### config.mk
export PLATFORM = sky130hd
export DESIGN_NAME = stack_ctrl
export DESIGN_NICKNAME = d
export VERILOG_FILES = /design/src/rtl/stack_pkg.sv /design/src/rtl/stack_bounds.sv /design/src/rtl/stack_ctrl.sv
export SDC_FILE = /design/constraint.sdc
export NUM_CORES = 1
export LEC_CHECK = 0
export BUFFER_PORTS_ARGS = -buffer_cell sky130_fd_sc_hd__clkbuf_2
export CORE_UTILIZATION = 45
export DETAILED_ROUTE_END_ITERATION = 8
export MAX_ROUTING_LAYER = met4
export PLACE_DENSITY = 0.68
export SLEW_MARGIN = 10
export SYNTH_ARGS = -nofsm -noshare
export SYNTH_HDL_FRONTEND = slang
export SYNTH_SLANG_ARGS = --single-unit
export TNS_END_PERCENT = 50
### constraint.sdc
create_clock -name clk -period 3.75 [get_ports clk]
set_input_delay 0.75 -clock clk [delete_from_list [all_inputs] [get_ports clk]]
set_output_delay 0.75 -clock clk [all_outputs]
set_load 0.005 [all_outputs]
### src/rtl/stack_pkg.sv
// Shared encodings for the stack controller: op codes, FSM states and default bounds.
package stack_pkg;

    typedef enum logic [2:0] {
        OP_NOP  = 3'd0,
        OP_PUSH = 3'd1,
        OP_POP  = 3'd2,
        OP_LOAD = 3'd3,
        OP_CALL = 3'd4,
        OP_RET  = 3'd5
    } op_e;

    typedef enum logic [1:0] {
        ST_IDLE       = 2'd0,
        ST_BURST_PUSH = 2'd1,
        ST_BURST_POP  = 2'd2
    } state_e;

    localparam logic [7:0] DEF_STACK_TOP   = 8'hFF;
    localparam logic [7:0] DEF_STACK_LIMIT = 8'hAF;

endpackage

### src/rtl/stack_bounds.sv
// Combinational space/occupancy checks for a descending, empty-descending stack.
module stack_bounds
    import stack_pkg::*;
#(
    parameter int            AW          = 8,
    parameter logic [AW-1:0] STACK_TOP   = DEF_STACK_TOP,
    parameter logic [AW-1:0] STACK_LIMIT = DEF_STACK_LIMIT,
    parameter int            CALL_BEATS  = 2
) (
    input  logic [AW-1:0] i_sp,
    input  logic [AW-1:0] i_load_val,
    output logic          o_push_ok1,
    output logic          o_push_okn,
    output logic          o_pop_ok1,
    output logic          o_pop_okn,
    output logic          o_load_ok
);

    localparam logic [AW-1:0] NB   = AW'(CALL_BEATS);
    localparam logic [AW-1:0] SPAN = STACK_TOP - STACK_LIMIT;

    logic [AW-1:0] w_free;
    logic [AW-1:0] w_used;
    logic [AW-1:0] w_ld_off;

    assign w_free = i_sp - STACK_LIMIT;
    assign w_used = STACK_TOP - i_sp;
    // Values below the limit wrap to large offsets, so one compare covers both ends.
    assign w_ld_off = i_load_val - STACK_LIMIT;

    assign o_push_ok1 = (w_free != '0);
    assign o_push_okn = (w_free >= NB);
    assign o_pop_ok1  = (w_used != '0);
    assign o_pop_okn  = (w_used >= NB);
    assign o_load_ok  = (w_ld_off <= SPAN);

endmodule

### src/rtl/stack_ctrl.sv
// Stack pointer owner: single-word PUSH/POP/LOAD and multi-beat CALL/RET with sticky errors.
module stack_ctrl
    import stack_pkg::*;
#(
    parameter int            AW          = 8,
    parameter logic [AW-1:0] STACK_TOP   = DEF_STACK_TOP,
    parameter logic [AW-1:0] STACK_LIMIT = DEF_STACK_LIMIT,
    parameter int            CALL_BEATS  = 2
) (
    input  logic          clk,
    input  logic          rst,
    input  logic          op_valid,
    input  logic [2:0]    op,
    output logic          op_ready,
    input  logic [AW-1:0] load_val,
    output logic [AW-1:0] sp,
    output logic [AW-1:0] mem_addr,
    output logic          mem_we,
    output logic          mem_re,
    output logic [1:0]    beat,
    output logic          full,
    output logic          empty,
    output logic          ovf,
    output logic          unf,
    output logic          ldrr,
    input  logic          clr_err
);

    localparam logic [AW-1:0] ONE     = AW'(1);
    localparam logic [1:0]    LAST    = 2'(CALL_BEATS - 1);
    localparam logic          MULTI   = (CALL_BEATS > 1);

    state_e        r_state;
    logic [1:0]    r_beat;
    logic [AW-1:0] r_sp;
    logic          r_ovf;
    logic          r_unf;
    logic          r_ldrr;

    logic w_push_ok1, w_push_okn, w_pop_ok1, w_pop_okn, w_load_ok;
    logic w_set_ovf, w_set_unf, w_set_ldrr, w_ld;
    logic w_start_push, w_start_pop;

    stack_bounds #(
        .AW          (AW),
        .STACK_TOP   (STACK_TOP),
        .STACK_LIMIT (STACK_LIMIT),
        .CALL_BEATS  (CALL_BEATS)
    ) u_bounds (
        .i_sp       (r_sp),
        .i_load_val (load_val),
        .o_push_ok1 (w_push_ok1),
        .o_push_okn (w_push_okn),
        .o_pop_ok1  (w_pop_ok1),
        .o_pop_okn  (w_pop_okn),
        .o_load_ok  (w_load_ok)
    );

    assign op_ready = (r_state == ST_IDLE);
    assign sp       = r_sp;
    assign full     = (r_sp == STACK_LIMIT);
    assign empty    = (r_sp == STACK_TOP);
    assign ovf      = r_ovf;
    assign unf      = r_unf;
    assign ldrr     = r_ldrr;

    // Strobes come straight from the accepted op or the live burst beat.
    always_comb begin
        mem_we       = 1'b0;
        mem_re       = 1'b0;
        mem_addr     = r_sp;
        beat         = 2'd0;
        w_set_ovf    = 1'b0;
        w_set_unf    = 1'b0;
        w_set_ldrr   = 1'b0;
        w_ld         = 1'b0;
        w_start_push = 1'b0;
        w_start_pop  = 1'b0;
        case (r_state)
            ST_IDLE: begin
                if (op_valid) begin
                    case (op)
                        OP_PUSH: begin
                            mem_we    = w_push_ok1;
                            w_set_ovf = !w_push_ok1;
                        end
                        OP_POP: begin
                            mem_re    = w_pop_ok1;
                            mem_addr  = r_sp + ONE;
                            w_set_unf = !w_pop_ok1;
                        end
                        OP_LOAD: begin
                            w_ld       = w_load_ok;
                            w_set_ldrr = !w_load_ok;
                        end
                        OP_CALL: begin
                            mem_we       = w_push_okn;
                            w_set_ovf    = !w_push_okn;
                            w_start_push = w_push_okn && MULTI;
                        end
                        OP_RET: begin
                            mem_re      = w_pop_okn;
                            mem_addr    = r_sp + ONE;
                            w_set_unf   = !w_pop_okn;
                            w_start_pop = w_pop_okn && MULTI;
                        end
                        default: ;
                    endcase
                end
            end
            ST_BURST_PUSH: begin
                mem_we = 1'b1;
                beat   = r_beat;
            end
            ST_BURST_POP: begin
                mem_re   = 1'b1;
                mem_addr = r_sp + ONE;
                beat     = r_beat;
            end
            default: ;
        endcase
    end

    always_ff @(posedge clk or posedge rst) begin
        if (rst) begin
            r_state <= ST_IDLE;
            r_beat  <= 2'd0;
            r_sp    <= STACK_TOP;
            r_ovf   <= 1'b0;
            r_unf   <= 1'b0;
            r_ldrr  <= 1'b0;
        end else begin
            if (mem_we)
                r_sp <= r_sp - ONE;
            else if (mem_re)
                r_sp <= r_sp + ONE;
            else if (w_ld)
                r_sp <= load_val;

            // A new error in the same cycle as clr_err wins.
            r_ovf  <= w_set_ovf  | (r_ovf  & ~clr_err);
            r_unf  <= w_set_unf  | (r_unf  & ~clr_err);
            r_ldrr <= w_set_ldrr | (r_ldrr & ~clr_err);

            case (r_state)
                ST_IDLE: begin
                    if (w_start_push) begin
                        r_state <= ST_BURST_PUSH;
                        r_beat  <= 2'd1;
                    end else if (w_start_pop) begin
                        r_state <= ST_BURST_POP;
                        r_beat  <= 2'd1;
                    end
                end
                ST_BURST_PUSH, ST_BURST_POP: begin
                    if (r_beat == LAST) begin
                        r_state <= ST_IDLE;
                        r_beat  <= 2'd0;
                    end else begin
                        r_beat <= r_beat + 2'd1;
                    end
                end
                default: begin
                    r_state <= ST_IDLE;
                    r_beat  <= 2'd0;
                end
            endcase
        end
    end

endmodule

==> results.md <==
* Commonest non-fill, non-tap cell in the layout: clkbuf_2
* Number of flops mapped to enable cells by yosys at 0
* Critical Path, Cell by Cell: inv_1, ha_1, nor2_1, mux2_2, o211ai_1, o21ai_2, and2_1, inv_2, clkbuf_2
* DIE AREA at 4226 sq um
* Synth Area per Inst at 7.768 sq um
* Max-cap violations at 0
* Clock sink count at 15
* Die width at 65.01 microns
* Primary FF master, synth: dfstp_2
* Slowest cell on the critical path: dfstp_2
* Switching power at 801.6 uW
* Core box area at 3744 sq um
* Final Util at 53.28%
* CP arrival at 2800 ps
* Worst Path Required at 3000 ps
* Minimum clock period at 3546 ps
* Synthesized cell area at 1787 sq um
* Post-synthesis sequential area ratio at 21.57%
* Initial Util at 47.73%
* Relative slew slack at 59.17%
* DRC at 0
* Clk_lat worst skew at 250 ps
* H-tree Lvls at 1
* Worst hold path type: register to register
* Setup CP Type: register to output port
* Outcome: complete, no violations
* Port Buf Inserts at 40
* Worst path bufs/invs at 3
* Yosys warning count at 0
* Pwr dens at 798.8 nW/um^2
* Worst setup SP type: register
* Setup TNS at 0 ps
* Ys async rst share at 100.0%
* Antenna violations before repair at 0
* Max Clk Rate at 282.0 MHz
* Final WL at 4.660 mm
* RSZ-0062 raised after global routing: no
* Global router's overall resource usage at 24.04%
* CTS tree: yes
* Pint at 791.6 uW
* Largest stage delay on the critical path at 640 ps
* # diodes at 0
* CTS max path bufs at 2
* Grt ovf at 0
* Hold Fails Final Rpt at 0
* Largest net degree at the start of global routing at 18
* Clock Skew at 0.9495 ps
* Peak VDD IR at 0.0003994 V
* Final HPWL DP at 3.553 mm
* WL per Instance at 15.13 microns
* Worst-Margin Slew at 611.8 ps
* Root buffer cell: clkbuf_8
* Syn Inst Count at 230
* Area grow syn2layout at 11.62%
* Pre-Repair DR Iteration Count at 5
* Commonest cells after routing, fill and taps aside: clkbuf_2, nand2_1, o21ai_0
* Via Count at 1,743
* Share of cells above drive strength 1 at 26.15%
* Register area at 385.4 sq um
* Clk slew on worst S/H paths at 70 ps
* Fin crit share at 94.56%
* Final setup vio count at 0
* Final-report max-slew violation count at 0
* Die height at 65.01 microns
* Worst slack at placement at 486.4 ps
* Clock Power Share at 8.8%
* DRT iter0 DRCs at 106
* CTS buffer count at 3
* Crit path max-delay family: flip-flops
* Leak pwr at 0.8979 nW
* Cts hold-fix bufs at 0
* Final net count at 284
* Syn_nets at 253
* Rows at 22
* Fillers at 388
* Yosys cell types at 62
* Multi-input gate area at 1227 sq um
* Seq pwr share at 27.0%
* PostCTS Resize Cnt at 0
* Net Sw Frac at 50.31%
* Critical Path Fanout Max at 12
* Boundary pin count at 41
* CP Capture Type: output port
* First-pass GRT wire length at 7.624 mm
* Setup Buffers After CTS at 0
* Vias in the first global route at 1,551
* Final ANT Viol Nets at 0
* GPL Wtd Cong at 0.8883
* Final worst slack at 204.1 ps
* Gate power share at 64.2%
* Vias per std cell at 5.659
* #FFs+latches synth at 15
[stage by stage]
step,cells,hold WS [ps],cell area [sq um],power [mW]
after detailed placement,304,493.4,1948,1.446
final,308,496.3,1994,1.593
after CTS,308,510.9,1994,1.595
after floorplan,230,466.2,1787,1.210
after global placement,304,475.5,1948,1.436
after global routing,308,537.1,1994,1.740
[sequential cells by signal (all words and copies together), names as in the netlist]
name and count:
sp 8, ldrr 1, unf 1, r_beat 2
ovf 1, r_state 2
[worst reg2reg max path, stage by stage (launching register included)]
cell and delay, ps:
dfstp_2 640, inv_1 160, ha_1 400, nor2_1 80
mux2_2 260, o211ai_1 130, o21ai_2 120, and2_1 270
inv_2 270, nor3_1 80, o311ai_0 380
[final timing paths]
| check | startpoint | to | slack, ps | cells past startpoint |
|---|---|---|---|---|
| setup reg to reg | sp[1] | sp[4] | 840 | 10 |
| hold reg to reg | unf | unf | 500 | 2 |
| setup / recovery | sp[1] | mem_we | 200 | 9 |
| max in group asynchronous | rst | ovf | 2810 | 2 |
| hold / removal | unf | unf | 500 | 2 |
| min in group asynchronous | rst | ldrr | 540 | 2 |
[Yosys cell counts (4+ instances only)]
master | instances | area (sq um)
buf_2 | 7 | 35.03
nand2_1 | 26 | 97.59
o211ai_1 | 4 | 30.03
o22ai_1 | 5 | 31.28
buf_6 | 4 | 45.04
or3_1 | 5 | 31.28
nor3_1 | 6 | 30.03
a21oi_1 | 14 | 70.07
and2_1 | 5 | 31.28
nor2_1 | 19 | 71.32
ha_1 | 8 | 100.1
dfstp_2 | 8 | 210.2
nand2b_1 | 4 | 25.02
dfrtp_1 | 7 | 175.2
o21ai_0 | 20 | 100.1
mux2i_1 | 5 | 50.05
inv_1 | 17 | 63.81
xnor2_1 | 5 | 43.79
[layout make-up]
| cell class | instances | area share (%) |
|---|---|---|
| Clock buffer | 3 | 2.070 |
| Clock inverter | 1 | 0.2509 |
| Inverter | 18 | 3.388 |
| Multi-Input combinational cell | 182 | 61.54 |
| Sequential cell | 15 | 19.32 |
| Tap cell | 48 | 3.011 |
| Timing Repair Buffer | 41 | 10.41 |
[power by group through the flow]
stage / clock (mW) / sequential, mW / combinational [mW]
5_1_grt: 0.153 / 0.451 / 1.14
3_5_place_dp: 0 / 0.431 / 1.02
2_1_floorplan: 0 / 0.319 / 0.891
4_1_cts: 0.145 / 0.427 / 1.02
3_3_place_gp: 0 / 0.428 / 1.01
6_report: 0.140 / 0.430 / 1.02
[layer usage]
metal  part of all wire, %  track usage (%)
met5                     0                -
met4                  0.69            4.076
met3                   4.6            2.641
met2                    45            36.72
met1                    50            34.55
[kinds of logic after synthesis]
kind of cell,share of synthesized area (%)
AO/OA/AOI/OAI,29.83
flip-flops,21.57
XOR/XNOR,2.451
adder cells (fa/ha/maj),5.602
AND/OR/NAND/NOR,26.75
buffers and inverters,9.733
multiplexers,4.062
No activity file was read; power rests on OpenSTA's default activity.
